<file path="config.mk">
export PLATFORM = sky130hd
export DESIGN_NAME = tl_execute_stage_flat
export DESIGN_NICKNAME = d
export VERILOG_FILES = /design/src/rtl/tl_execute_stage_pkg.sv /design/src/rtl/tl_execute_stage_if.sv /design/src/rtl/tl_execute_stage_alu.sv /design/src/rtl/tl_execute_stage_alu_control.sv /design/src/rtl/tl_execute_stage.sv /design/src/flat_wrapper.sv
export SDC_FILE = /design/constraint.sdc
export NUM_CORES = 1
export LEC_CHECK = 0
export ABC_AREA = 1
export ABC_CLOCK_PERIOD_IN_PS = 6900
export CORE_UTILIZATION = 25
export DETAILED_ROUTE_END_ITERATION = 6
export GPL_TIMING_DRIVEN = 0
export PLACE_DENSITY = 0.47
export SLEW_MARGIN = 20
export SYNTH_ARGS = -nofsm -noshare
export SYNTH_HDL_FRONTEND = slang
export SYNTH_HIERARCHICAL = 1
export SYNTH_SLANG_ARGS = --single-unit
</file>
<file path="constraint.sdc">
create_clock -name i_clk -period 6.9 [get_ports i_clk]
set_clock_uncertainty 0.15 [all_clocks]
set_input_delay 0.69 -clock i_clk [delete_from_list [all_inputs] [get_ports i_clk]]
set_output_delay 0.69 -clock i_clk [all_outputs]
set_load 0.05 [all_outputs]
</file>
<file path="src/rtl/tl_execute_stage_pkg.sv">
// Shared constants for the MIPS execute stage: datapath widths, ALU operation
// codes, main-decoder alu_op encodings, R-type funct values and ctrl_ex bit positions.
package tl_execute_stage_pkg;

  localparam int LEN                  = 32;
  localparam int NB_ADDRESS_REGISTROS = 5;
  localparam int NB_ALU_CONTROL       = 4;
  localparam int NB_CTRL_WB           = 2;
  localparam int NB_CTRL_MEM          = 3;
  localparam int NB_CTRL_EX           = 7;

  localparam int CTRL_EX_REG_DST   = 6;
  localparam int CTRL_EX_ALU_SRC   = 5;
  localparam int CTRL_EX_ALU_OP_HI = 4;
  localparam int CTRL_EX_ALU_OP_LO = 2;

  typedef enum logic [NB_ALU_CONTROL-1:0] {
    ALU_AND  = 4'b0000,
    ALU_OR   = 4'b0001,
    ALU_ADD  = 4'b0010,
    ALU_XOR  = 4'b0011,
    ALU_SLL  = 4'b0100,
    ALU_SRL  = 4'b0101,
    ALU_SUB  = 4'b0110,
    ALU_SLT  = 4'b0111,
    ALU_SRA  = 4'b1000,
    ALU_SLLV = 4'b1001,
    ALU_SRLV = 4'b1010,
    ALU_SRAV = 4'b1011,
    ALU_NOR  = 4'b1100,
    ALU_LUI  = 4'b1101
  } alu_ctrl_e;

  typedef enum logic [2:0] {
    ALUOP_ADD   = 3'b000,
    ALUOP_SUB   = 3'b001,
    ALUOP_RTYPE = 3'b010,
    ALUOP_AND   = 3'b011,
    ALUOP_OR    = 3'b100,
    ALUOP_XOR   = 3'b101,
    ALUOP_SLT   = 3'b110,
    ALUOP_LUI   = 3'b111
  } alu_op_e;

  localparam logic [5:0] FUNCT_ADD  = 6'h20;
  localparam logic [5:0] FUNCT_ADDU = 6'h21;
  localparam logic [5:0] FUNCT_SUB  = 6'h22;
  localparam logic [5:0] FUNCT_SUBU = 6'h23;
  localparam logic [5:0] FUNCT_AND  = 6'h24;
  localparam logic [5:0] FUNCT_OR   = 6'h25;
  localparam logic [5:0] FUNCT_XOR  = 6'h26;
  localparam logic [5:0] FUNCT_NOR  = 6'h27;
  localparam logic [5:0] FUNCT_SLT  = 6'h2A;
  localparam logic [5:0] FUNCT_SLL  = 6'h00;
  localparam logic [5:0] FUNCT_SRL  = 6'h02;
  localparam logic [5:0] FUNCT_SRA  = 6'h03;
  localparam logic [5:0] FUNCT_SLLV = 6'h04;
  localparam logic [5:0] FUNCT_SRLV = 6'h06;
  localparam logic [5:0] FUNCT_SRAV = 6'h07;

  // Immediate logic ops take the zero-extended immediate, not the sign-extended one.
  function automatic logic is_logic_imm(input alu_op_e op);
    return (op == ALUOP_AND) || (op == ALUOP_OR) || (op == ALUOP_XOR);
  endfunction

endpackage

</file>
<file path="src/rtl/tl_execute_stage_if.sv">
// ID/EX operand+control bundle in, EX/MEM register bundle out.
// master = ID-side driver, slave = execute stage.
interface tl_execute_stage_if;
  import tl_execute_stage_pkg::*;

  logic [LEN-1:0]                  i_adder_id;
  logic [LEN-1:0]                  i_dato1;
  logic [LEN-1:0]                  i_dato2;
  logic [LEN-1:0]                  i_sign_extend;
  logic [NB_CTRL_WB-1:0]           i_ctrl_wb;
  logic [NB_CTRL_MEM-1:0]          i_ctrl_mem;
  logic [NB_CTRL_EX-1:0]           i_ctrl_ex;
  logic [NB_ADDRESS_REGISTROS-1:0] i_rd;
  logic [NB_ADDRESS_REGISTROS-1:0] i_rt;

  logic                            o_alu_zero;
  logic [NB_ADDRESS_REGISTROS-1:0] o_write_reg;
  logic [NB_CTRL_WB-1:0]           o_ctrl_wb;
  logic [NB_CTRL_MEM-1:0]          o_ctrl_mem;
  logic [LEN-1:0]                  o_add_excute;
  logic [LEN-1:0]                  o_alu_result;
  logic [LEN-1:0]                  o_dato2;

  modport master (
    output i_adder_id, i_dato1, i_dato2, i_sign_extend, i_ctrl_wb, i_ctrl_mem,
           i_ctrl_ex, i_rd, i_rt,
    input  o_alu_zero, o_write_reg, o_ctrl_wb, o_ctrl_mem, o_add_excute,
           o_alu_result, o_dato2
  );

  modport slave (
    input  i_adder_id, i_dato1, i_dato2, i_sign_extend, i_ctrl_wb, i_ctrl_mem,
           i_ctrl_ex, i_rd, i_rt,
    output o_alu_zero, o_write_reg, o_ctrl_wb, o_ctrl_mem, o_add_excute,
           o_alu_result, o_dato2
  );
endinterface

</file>
<file path="src/rtl/tl_execute_stage_alu.sv">
// Purely combinational 32-bit ALU; shifts act on operand B.
module tl_execute_stage_alu
  import tl_execute_stage_pkg::*;
(
  input  alu_ctrl_e      op_i,
  input  logic [LEN-1:0] a_i,
  input  logic [LEN-1:0] b_i,
  input  logic [4:0]     shamt_i,
  input  logic [15:0]    imm_i,
  output logic [LEN-1:0] result_o
);

  always_comb begin
    result_o = '0;
    case (op_i)
      ALU_AND:  result_o = a_i & b_i;
      ALU_OR:   result_o = a_i | b_i;
      ALU_ADD:  result_o = a_i + b_i;
      ALU_XOR:  result_o = a_i ^ b_i;
      ALU_NOR:  result_o = ~(a_i | b_i);
      ALU_SUB:  result_o = a_i - b_i;
      ALU_SLT:  result_o = {{(LEN-1){1'b0}}, ($signed(a_i) < $signed(b_i))};
      ALU_SLL:  result_o = b_i << shamt_i;
      ALU_SRL:  result_o = b_i >> shamt_i;
      ALU_SRA:  result_o = $unsigned($signed(b_i) >>> shamt_i);
      ALU_SLLV: result_o = b_i << a_i[4:0];
      ALU_SRLV: result_o = b_i >> a_i[4:0];
      ALU_SRAV: result_o = $unsigned($signed(b_i) >>> a_i[4:0]);
      ALU_LUI:  result_o = {imm_i, {(LEN-16){1'b0}}};
      default:  result_o = '0;
    endcase
  end

endmodule

</file>
<file path="src/rtl/tl_execute_stage_alu_control.sv">
// Maps the main-decoder alu_op and the R-type funct field to a 4-bit ALU operation.
module tl_execute_stage_alu_control
  import tl_execute_stage_pkg::*;
(
  input  alu_op_e    alu_op_i,
  input  logic [5:0] funct_i,
  output alu_ctrl_e  alu_ctrl_o
);

  always_comb begin
    // NOTE: default assigned first so every path drives the output; no latch is inferred.
    alu_ctrl_o = ALU_ADD;
    unique case (alu_op_i)
      ALUOP_ADD: alu_ctrl_o = ALU_ADD;
      ALUOP_SUB: alu_ctrl_o = ALU_SUB;
      ALUOP_AND: alu_ctrl_o = ALU_AND;
      ALUOP_OR:  alu_ctrl_o = ALU_OR;
      ALUOP_XOR: alu_ctrl_o = ALU_XOR;
      ALUOP_SLT: alu_ctrl_o = ALU_SLT;
      ALUOP_LUI: alu_ctrl_o = ALU_LUI;
      ALUOP_RTYPE: begin
        case (funct_i)
          FUNCT_ADD, FUNCT_ADDU: alu_ctrl_o = ALU_ADD;
          FUNCT_SUB, FUNCT_SUBU: alu_ctrl_o = ALU_SUB;
          FUNCT_AND:             alu_ctrl_o = ALU_AND;
          FUNCT_OR:              alu_ctrl_o = ALU_OR;
          FUNCT_XOR:             alu_ctrl_o = ALU_XOR;
          FUNCT_NOR:             alu_ctrl_o = ALU_NOR;
          FUNCT_SLT:             alu_ctrl_o = ALU_SLT;
          FUNCT_SLL:             alu_ctrl_o = ALU_SLL;
          FUNCT_SRL:             alu_ctrl_o = ALU_SRL;
          FUNCT_SRA:             alu_ctrl_o = ALU_SRA;
          FUNCT_SLLV:            alu_ctrl_o = ALU_SLLV;
          FUNCT_SRLV:            alu_ctrl_o = ALU_SRLV;
          FUNCT_SRAV:            alu_ctrl_o = ALU_SRAV;
          default:               alu_ctrl_o = ALU_ADD;
        endcase
      end
      default: alu_ctrl_o = ALU_ADD;
    endcase
  end

endmodule

</file>
<file path="src/rtl/tl_execute_stage.sv">
// MIPS EX stage: operand muxes, ALU, branch-target adder and the EX/MEM register.
module tl_execute_stage
  import tl_execute_stage_pkg::*;
(
  input  logic                i_clk,
  input  logic                i_rst,
  tl_execute_stage_if.slave   bus
);

  alu_op_e   alu_op;
  alu_ctrl_e alu_ctrl;
  logic      reg_dst;
  logic      alu_src;
  logic      unused_ctrl_ex;

  logic [LEN-1:0]                  operand_b;
  logic [LEN-1:0]                  alu_result;
  logic [LEN-1:0]                  branch_target;
  logic [NB_ADDRESS_REGISTROS-1:0] write_reg;

  logic                            alu_zero_q;
  logic [NB_ADDRESS_REGISTROS-1:0] write_reg_q;
  logic [NB_CTRL_WB-1:0]           ctrl_wb_q;
  logic [NB_CTRL_MEM-1:0]          ctrl_mem_q;
  logic [LEN-1:0]                  add_excute_q;
  logic [LEN-1:0]                  alu_result_q;
  logic [LEN-1:0]                  dato2_q;

  assign reg_dst        = bus.i_ctrl_ex[CTRL_EX_REG_DST];
  assign alu_src        = bus.i_ctrl_ex[CTRL_EX_ALU_SRC];
  assign alu_op         = alu_op_e'(bus.i_ctrl_ex[CTRL_EX_ALU_OP_HI:CTRL_EX_ALU_OP_LO]);
  assign unused_ctrl_ex = ^bus.i_ctrl_ex[1:0];

  always_comb begin
    write_reg     = reg_dst ? bus.i_rd : bus.i_rt;
    branch_target = bus.i_adder_id + (bus.i_sign_extend << 2);
    operand_b     = bus.i_dato2;
    if (alu_src) begin
      operand_b = is_logic_imm(alu_op) ? {{(LEN-16){1'b0}}, bus.i_sign_extend[15:0]}
                                       : bus.i_sign_extend;
    end
  end

  tl_execute_stage_alu_control u_alu_control (
    .alu_op_i   (alu_op),
    .funct_i    (bus.i_sign_extend[5:0]),
    .alu_ctrl_o (alu_ctrl)
  );

  tl_execute_stage_alu u_alu (
    .op_i     (alu_ctrl),
    .a_i      (bus.i_dato1),
    .b_i      (operand_b),
    .shamt_i  (bus.i_sign_extend[10:6]),
    .imm_i    (bus.i_sign_extend[15:0]),
    .result_o (alu_result)
  );

  // EX/MEM register: reset clears every field so MEM/WB see a harmless bubble.
  always_ff @(posedge i_clk) begin
    // NOTE: non-blocking assignments keep every flop sampling pre-edge values.
    if (i_rst) begin
      alu_zero_q   <= 1'b0;
      write_reg_q  <= '0;
      ctrl_wb_q    <= '0;
      ctrl_mem_q   <= '0;
      add_excute_q <= '0;
      alu_result_q <= '0;
      dato2_q      <= '0;
    end else begin
      alu_zero_q   <= (alu_result == '0);
      write_reg_q  <= write_reg;
      ctrl_wb_q    <= bus.i_ctrl_wb;
      ctrl_mem_q   <= bus.i_ctrl_mem;
      add_excute_q <= branch_target;
      alu_result_q <= alu_result;
      dato2_q      <= bus.i_dato2;
    end
  end

  assign bus.o_alu_zero   = alu_zero_q;
  assign bus.o_write_reg  = write_reg_q;
  assign bus.o_ctrl_wb    = ctrl_wb_q;
  assign bus.o_ctrl_mem   = ctrl_mem_q;
  assign bus.o_add_excute = add_excute_q;
  assign bus.o_alu_result = alu_result_q;
  assign bus.o_dato2      = dato2_q;

endmodule

</file>
<file path="src/flat_wrapper.sv">
// flat-port wrapper written by rule: the top's interface ports become plain ports
module tl_execute_stage_flat import tl_execute_stage_pkg::*;
  (i_clk, i_rst, bus_i_adder_id, bus_i_dato1, bus_i_dato2, bus_i_sign_extend, bus_i_ctrl_wb, bus_i_ctrl_mem, bus_i_ctrl_ex, bus_i_rd, bus_i_rt, bus_o_alu_zero, bus_o_write_reg, bus_o_ctrl_wb, bus_o_ctrl_mem, bus_o_add_excute, bus_o_alu_result, bus_o_dato2);
  tl_execute_stage_if bus_i ();
  input  logic i_clk;
  input  logic i_rst;
  input wire logic [$bits(bus_i.i_adder_id)-1:0] bus_i_adder_id;
  input wire logic [$bits(bus_i.i_dato1)-1:0] bus_i_dato1;
  input wire logic [$bits(bus_i.i_dato2)-1:0] bus_i_dato2;
  input wire logic [$bits(bus_i.i_sign_extend)-1:0] bus_i_sign_extend;
  input wire logic [$bits(bus_i.i_ctrl_wb)-1:0] bus_i_ctrl_wb;
  input wire logic [$bits(bus_i.i_ctrl_mem)-1:0] bus_i_ctrl_mem;
  input wire logic [$bits(bus_i.i_ctrl_ex)-1:0] bus_i_ctrl_ex;
  input wire logic [$bits(bus_i.i_rd)-1:0] bus_i_rd;
  input wire logic [$bits(bus_i.i_rt)-1:0] bus_i_rt;
  output wire logic [$bits(bus_i.o_alu_zero)-1:0] bus_o_alu_zero;
  output wire logic [$bits(bus_i.o_write_reg)-1:0] bus_o_write_reg;
  output wire logic [$bits(bus_i.o_ctrl_wb)-1:0] bus_o_ctrl_wb;
  output wire logic [$bits(bus_i.o_ctrl_mem)-1:0] bus_o_ctrl_mem;
  output wire logic [$bits(bus_i.o_add_excute)-1:0] bus_o_add_excute;
  output wire logic [$bits(bus_i.o_alu_result)-1:0] bus_o_alu_result;
  output wire logic [$bits(bus_i.o_dato2)-1:0] bus_o_dato2;
  assign bus_i.i_adder_id = bus_i_adder_id;
  assign bus_i.i_dato1 = bus_i_dato1;
  assign bus_i.i_dato2 = bus_i_dato2;
  assign bus_i.i_sign_extend = bus_i_sign_extend;
  assign bus_i.i_ctrl_wb = bus_i_ctrl_wb;
  assign bus_i.i_ctrl_mem = bus_i_ctrl_mem;
  assign bus_i.i_ctrl_ex = bus_i_ctrl_ex;
  assign bus_i.i_rd = bus_i_rd;
  assign bus_i.i_rt = bus_i_rt;
  assign bus_o_alu_zero = bus_i.o_alu_zero;
  assign bus_o_write_reg = bus_i.o_write_reg;
  assign bus_o_ctrl_wb = bus_i.o_ctrl_wb;
  assign bus_o_ctrl_mem = bus_i.o_ctrl_mem;
  assign bus_o_add_excute = bus_i.o_add_excute;
  assign bus_o_alu_result = bus_i.o_alu_result;
  assign bus_o_dato2 = bus_i.o_dato2;
  tl_execute_stage u_core (.i_clk(i_clk), .i_rst(i_rst), .bus(bus_i));
endmodule
</file>
* Yosys cells after proc, flatten, opt, wreduce, memory -nomap -nowiden
Memory sizes are Yosys's and may differ from the RTL's. Index checks and enable logic that the tools add are counted.
Word-level totals: register bits after elaboration 107, memory bits (read-only) 256, bits of input ports 152, output and inout bits 107, word-level logic and storage cells 52, memories kept 1
Memories:
- (name not given) | depth 64, width 4, read ports 1, clocked after Yosys merged registers in 0, write ports 0, RTL line tl_execute_stage_alu_control.sv:22 | case (funct_i)
Operators by class: add/subtract/negate cells 3, magnitude comparators 1, eq/ne operators 20, shifts and indexed selects 6, multiplexer cells 5, bitwise gates (word level) 4, reduce and logical (&&, ||, !) cells 5
Operators with widths (count):
- 32-bit one-hot mux with 14 select lines | 1
- 32-bit adder | 2
- 32-bit 2-to-1 mux | 2
- 32-bit by 5-bit << shifter with 32-bit output | 2
- 32-bit by 5-bit right shift with 32-bit output | 2
- 32-bit by 5-bit >>> shifter with 32-bit output | 2
- 32-bit bitwise AND | 1
- 32-bit logical NOT | 1
- 32-bit < comparator | 1
- 32-bit inverter | 1
- 32-bit OR | 1
- 4-bit one-hot mux with 8 select lines | 1
- 32-bit subtractor | 1
- 32-bit XOR | 1
- 4-bit equality test, second input constant | 6
- 4-bit by 3-bit equality test with 1-bit output, second input constant | 4
- 3-bit equality test, second input constant | 4
- 4-bit by 2-bit equality test with 1-bit output, second input constant | 2
- 3-bit by 2-bit equality test with 1-bit output, second input constant | 2
- 5-bit 2-to-1 mux | 1
- 4-bit by 1-bit equality test with 1-bit output, second input constant | 1
- 4-bit logical NOT | 1
- 3-bit by 1-bit equality test with 1-bit output, second input constant | 1
- 3-bit logical NOT | 1
- 1-bit logical OR | 2

* Logic depth before layout (Yosys ltp)
depth in word-level cells 9, mapped depth 30, mapped depth without buffers 28

* Modules after synthesis
Netlist, hierarchy kept.
By module, submodules not included:
- tl_execute_stage_alu | instances 1, cells an instance 2379, area each 11891.4 sq um, seq. area each 0.0 sq um
- tl_execute_stage | instances 1, cells an instance 840, area each 5501.5 sq um, seq. area each 2142.1 sq um
- tl_execute_stage_alu_control | instances 1, cells an instance 53, area each 267.8 sq um, seq. area each 0.0 sq um

* Worst setup path after synthesis
Ideal clock, no wire load.
kind input-to-reg, start input port bus_i_ctrl_ex[5], end register u_core.alu_zero_q, in the netlist u_core/bus.o_alu_zero, setup time 0.078 ns, data arrival time 3.875 ns, required time 6.672 ns, setup slack 2.798 ns, stages on the path 21, path through clkbuf_1 clkbuf_1 o21ai_0 ha_1 fa_1 or2_2 o21ai_0 nand3_1 nand2_1 nand2_1 nand2_1 nand3b_1 nand2_1 nand2_1 nand2_1 nor2_1 nor2_1 nand2_1 nor4_1 nand4_1 nor3_1
On the way: word-level cells in the longest chain between the ends 5, elaborated cells on any way between the ends 16, classes of those cells add/sub: 2; order compare: 1; shift: 6; mux: 2; bitwise: 4; reduce/logical: 1
RTL lines:
- from (decl) | RTL line flat_wrapper.sv:13 | input wire logic [$bits(bus_i.i_ctrl_ex)-1:0] bus_i_ctrl_ex;
- 32-bit 2-to-1 mux (*) | RTL line tl_execute_stage.sv:38 | if (alu_src) begin
- via u_core.operand_b[0] | RTL line tl_execute_stage.sv:16 | logic [LEN-1:0] operand_b;
- branches (longest 2 deep; another with 32-bit subtractor)
- 32-bit one-hot mux with 14 select lines (*) | RTL line tl_execute_stage_alu.sv:15 | case (op_i)
- via u_core.alu_result[0] | RTL line tl_execute_stage.sv:17 | logic [LEN-1:0] alu_result;
- 32-bit logical NOT (*) | RTL line tl_execute_stage.sv:71 | alu_zero_q <= (alu_result == '0);
- to (signal assigned) | RTL line tl_execute_stage.sv:71
- to (decl) | RTL line tl_execute_stage.sv:21 | logic alu_zero_q;
Mark *: on every way through the listed nets, which the timed path passes. A chain may end at the register's enable or synchronous reset.

* Worst setup path in the final report
start input port bus_i_ctrl_ex[4], end register u_core.alu_zero_q, in the netlist u_core/bus.o_alu_zero
On the way: elaborated cells on any way between the ends 42, classes of those cells add/sub: 2; order compare: 1; eq/ne: 20; shift: 6; mux: 4; bitwise: 4; reduce/logical: 5
RTL lines:
- 3-bit by 2-bit equality test with 1-bit output or 3-bit equality test (tied branches) | RTL line tl_execute_stage_pkg.sv:63 | return (op == ALUOP_AND) || (op == ALUOP_OR) || (op == ALUOP_XOR);
- 1-bit logical OR | RTL line tl_execute_stage_pkg.sv:63
- 1-bit logical OR (*) | RTL line tl_execute_stage_pkg.sv:63
- 32-bit 2-to-1 mux (*) | RTL line tl_execute_stage.sv:39 | operand_b = is_logic_imm(alu_op) ? {{(LEN-16){1'b0}}, bus.i_sign_extend[15:0]}
- 32-bit 2-to-1 mux (*) | RTL line tl_execute_stage.sv:38
- via u_core.operand_b[22] | RTL line tl_execute_stage.sv:16
- 32-bit < comparator, or another cell as far along | RTL line tl_execute_stage_alu.sv:22 | ALU_SLT: result_o = {{(LEN-1){1'b0}}, ($signed(a_i) < $signed(b_i))};
- 32-bit one-hot mux with 14 select lines (*) | RTL line tl_execute_stage_alu.sv:15
- via u_core.alu_result[0] | RTL line tl_execute_stage.sv:17
- 32-bit logical NOT (*) | RTL line tl_execute_stage.sv:71
The timed path passes the listed nets; every way through them passes the cells marked *.

==> qor.yml <==
synthesis:
  ys.flop_type: "dfxtp_1"
  yosysSeqAreaShare_pct: 12.1
  syn_inst: 3272
  synth_edf_count: 0
  yosys_warnings: 6
  avgSynthCellArea_um2: 5.40
  synth.area.top_cells: "nand2_1 (20%), nand3_1 (17%), dfxtp_1 (12%)"
  synth_nets: 3557
  synth_area_um2: 17700
  synth_seq_cells: 107
  yosysMostFrequentCell: "nand2_1"
  ys_top_cells_by_count: "nand2_1 (943), nand3_1 (583), inv_1 (388)"
  yosysTopAreaCell: "nand2_1"
  async_reset_ff_share_pct: 0
  yosysTopAreaCellShare_pct: 20.0
  synth_cell_types: 57
timing:
  hold_viol_final: 0
  finalCriticalPeriod_ps: 6800
  fmax_mhz: 147
  fin_ws_ps: 102
  whs_ps: 633
  timing.final.crit_share_pct: 98.5
  slew_headroom_pct: 18.7
  setup_violations: 0
  tns_ps: 0
  tightestPinTransition_ps: 1220
  grt_setup_unrepaired: "false"
  drv_slew: 0
cts:
  cts.sink_count: 107
  postCtsSetupRepairBufs: 0
  cts_made_buffers: 9
  cts_root_buffer: "clkbuf_16"
  htree_levels: 3
  cts_buffer_depth: 2
  hold_buffers: 0
  path_clk_slew_ps: 100
  cts_tree: "done"
grt:
  grt_pass1_vias: 22200
  grt_max_degree: 25
  antenna_found_initial: 12
  grt_pass1_wl_um: 165000
  grt_overflow: 0
  grt.total_usage_pct: 32.5
finish:
  final-seq-area_um2: 2140
  area_growth_pct: 25.3
  drive_gt1_share_pct: 6.40
  fill_cells: 8226
  multi_input_area_um2: 13500
  diodes: 0
  instances_no_fill: 4503
  nNetsFinal: 3843
power_and_ir_drop:
  ir_worst_vdd_mv: 0.138
  power_density_nw_per_um2: 162
  p_leak_nw: 10.7
placed_design:
  port_buffers: 255
  place_inst: 4487
  gp_congestion: 1.07
  dpl.hpwl_um: 99400
  preCtsSetupSlack_ps: -475
floorplan:
  core_area_um2: 69900
  die_area_um2: 71700
  die_w_um: 268
  fp.dieH_um: 268
  pin_count: 259
  initial_core_util_pct: 25.3
  num_rows: 97
critical_path:
  cp-start-kind: "input pin"
  end_kind: "flop"
  cp.required_ps: 7080
  cp.arrival_ps: 6970
  path_max_fanout: 10
  crit_type: "input pin to flop"
route:
  firstDrtPassIters: 6
  vias_per_cell: 5.32
  vias: 23900
  drt_iter0_drc: 2633
  drc: 0
  wire_per_inst_um: 26.3
  drtAntennaViolNets: 0
  wirelength_um: 118000
min_path:
  hold_path.class: "input pin to flop"
job:
  cap_viol_max_count: 0
outcome:
  outcome: "completed"
[worst paths after layout]
| kind | from | endpoint | slack, ps | depth (start not counted) |
|---|---|---|---|---|
| setup / recovery | bus_i_ctrl_ex[4] | u_core/bus.o_alu_zero$_SDFF_PP0_ | 100 | 21 |
| hold / removal | bus_i_ctrl_wb[1] | u_core/bus.o_ctrl_wb[1]$_SDFF_PP0_ | 630 | 3 |
[worst max-delay path: stages]
cell and delay [ps]:
clkdlybuf4s50_1 500, mux2i_2 330, buf_2 290, o22ai_2 650, clkinvlp_4 620, ha_1 560, inv_1 290, nand2_1 160
nor2_1 170, inv_1 80, nor3_1 360, nand3b_1 200, nand2_1 100, nand2_1 50, nand2_1 190, nor2_1 60
nor2_1 360, nand2_1 230, nor4_1 670, nand4_1 180, nor3_1 200
[stage by stage]
stage	instance area, µm²	util, %	total power [mW]
after global placement	21400	30.6	2.91
after CTS	22100	31.6	3.55
after global routing	22100	31.6	3.77
after detailed placement	21800	31.1	2.92
after floorplan	17700	-	2.00
final	22100	31.6	3.58
[power breakdown]
part,total [mW],switching (mW),internal (mW)
Sequential,0.694,0.0166,0.678
Clock,0.605,0.334,0.271
Combinational,2.28,1.64,0.646
Total,3.58,1.99,1.60
[placed cells by master (no fill, tap or decap), types with 20 or more instances in the layout]
cell type	count
o211ai_1	49
nand4_1	40
buf_2	53
ha_1	130
nor2_1	340
clkdlybuf4s50_1	254
nor3_1	29
inv_1	387
nand2_1	943
clkbuf_1	53
o21ai_2	20
nand3_1	583
o21ai_1	30
dfxtp_1	107
buf_6	25
o21ai_0	138
a21oi_1	148
[layer usage]
metal	GRT usage (%)	up-vias	wire length, µm
met3	6.06	218	10200
met1	43.1	11200	50700
li1	-	11300	-
met2	50.7	1207	51200
met4	15.3	14	6070
met5	0	-	86
[cells by family (layout without fill, tap and decap cells)]
family                     after synthesis  count (layout)  share of synthesized area, %
and+or+nand+nor                       2005            2005                          49.1
buffers and inverters                  539             830                          12.6
AOI/OAI and AO/OA                      481             481                          16.3
adders and majority gates              133             133                          9.55
DFF                                    107             107                          12.1
xor gates and xnor gates                 6               6                         0.298
muxes                                    1               1                        0.0567
[repair_timing]
action,in CTS,in global routing
pin swaps,0,0
resized for setup,1,4
setup endpoints to repair,1,1
gates cloned,0,0
[cell type report]
class / instances / area share, %
clock buffers: 9 / 1.02
clock inverters: 7 / 0.464
inverters: 404 / 6.87
plain buffers: 135 / 3.21
well taps: 940 / 5.32
repair buffers: 275 / 12.6
multi-input cells: 2626 / 60.8
flip-flops and latches: 107 / 9.68
Power figures use the tool's default switching activity.
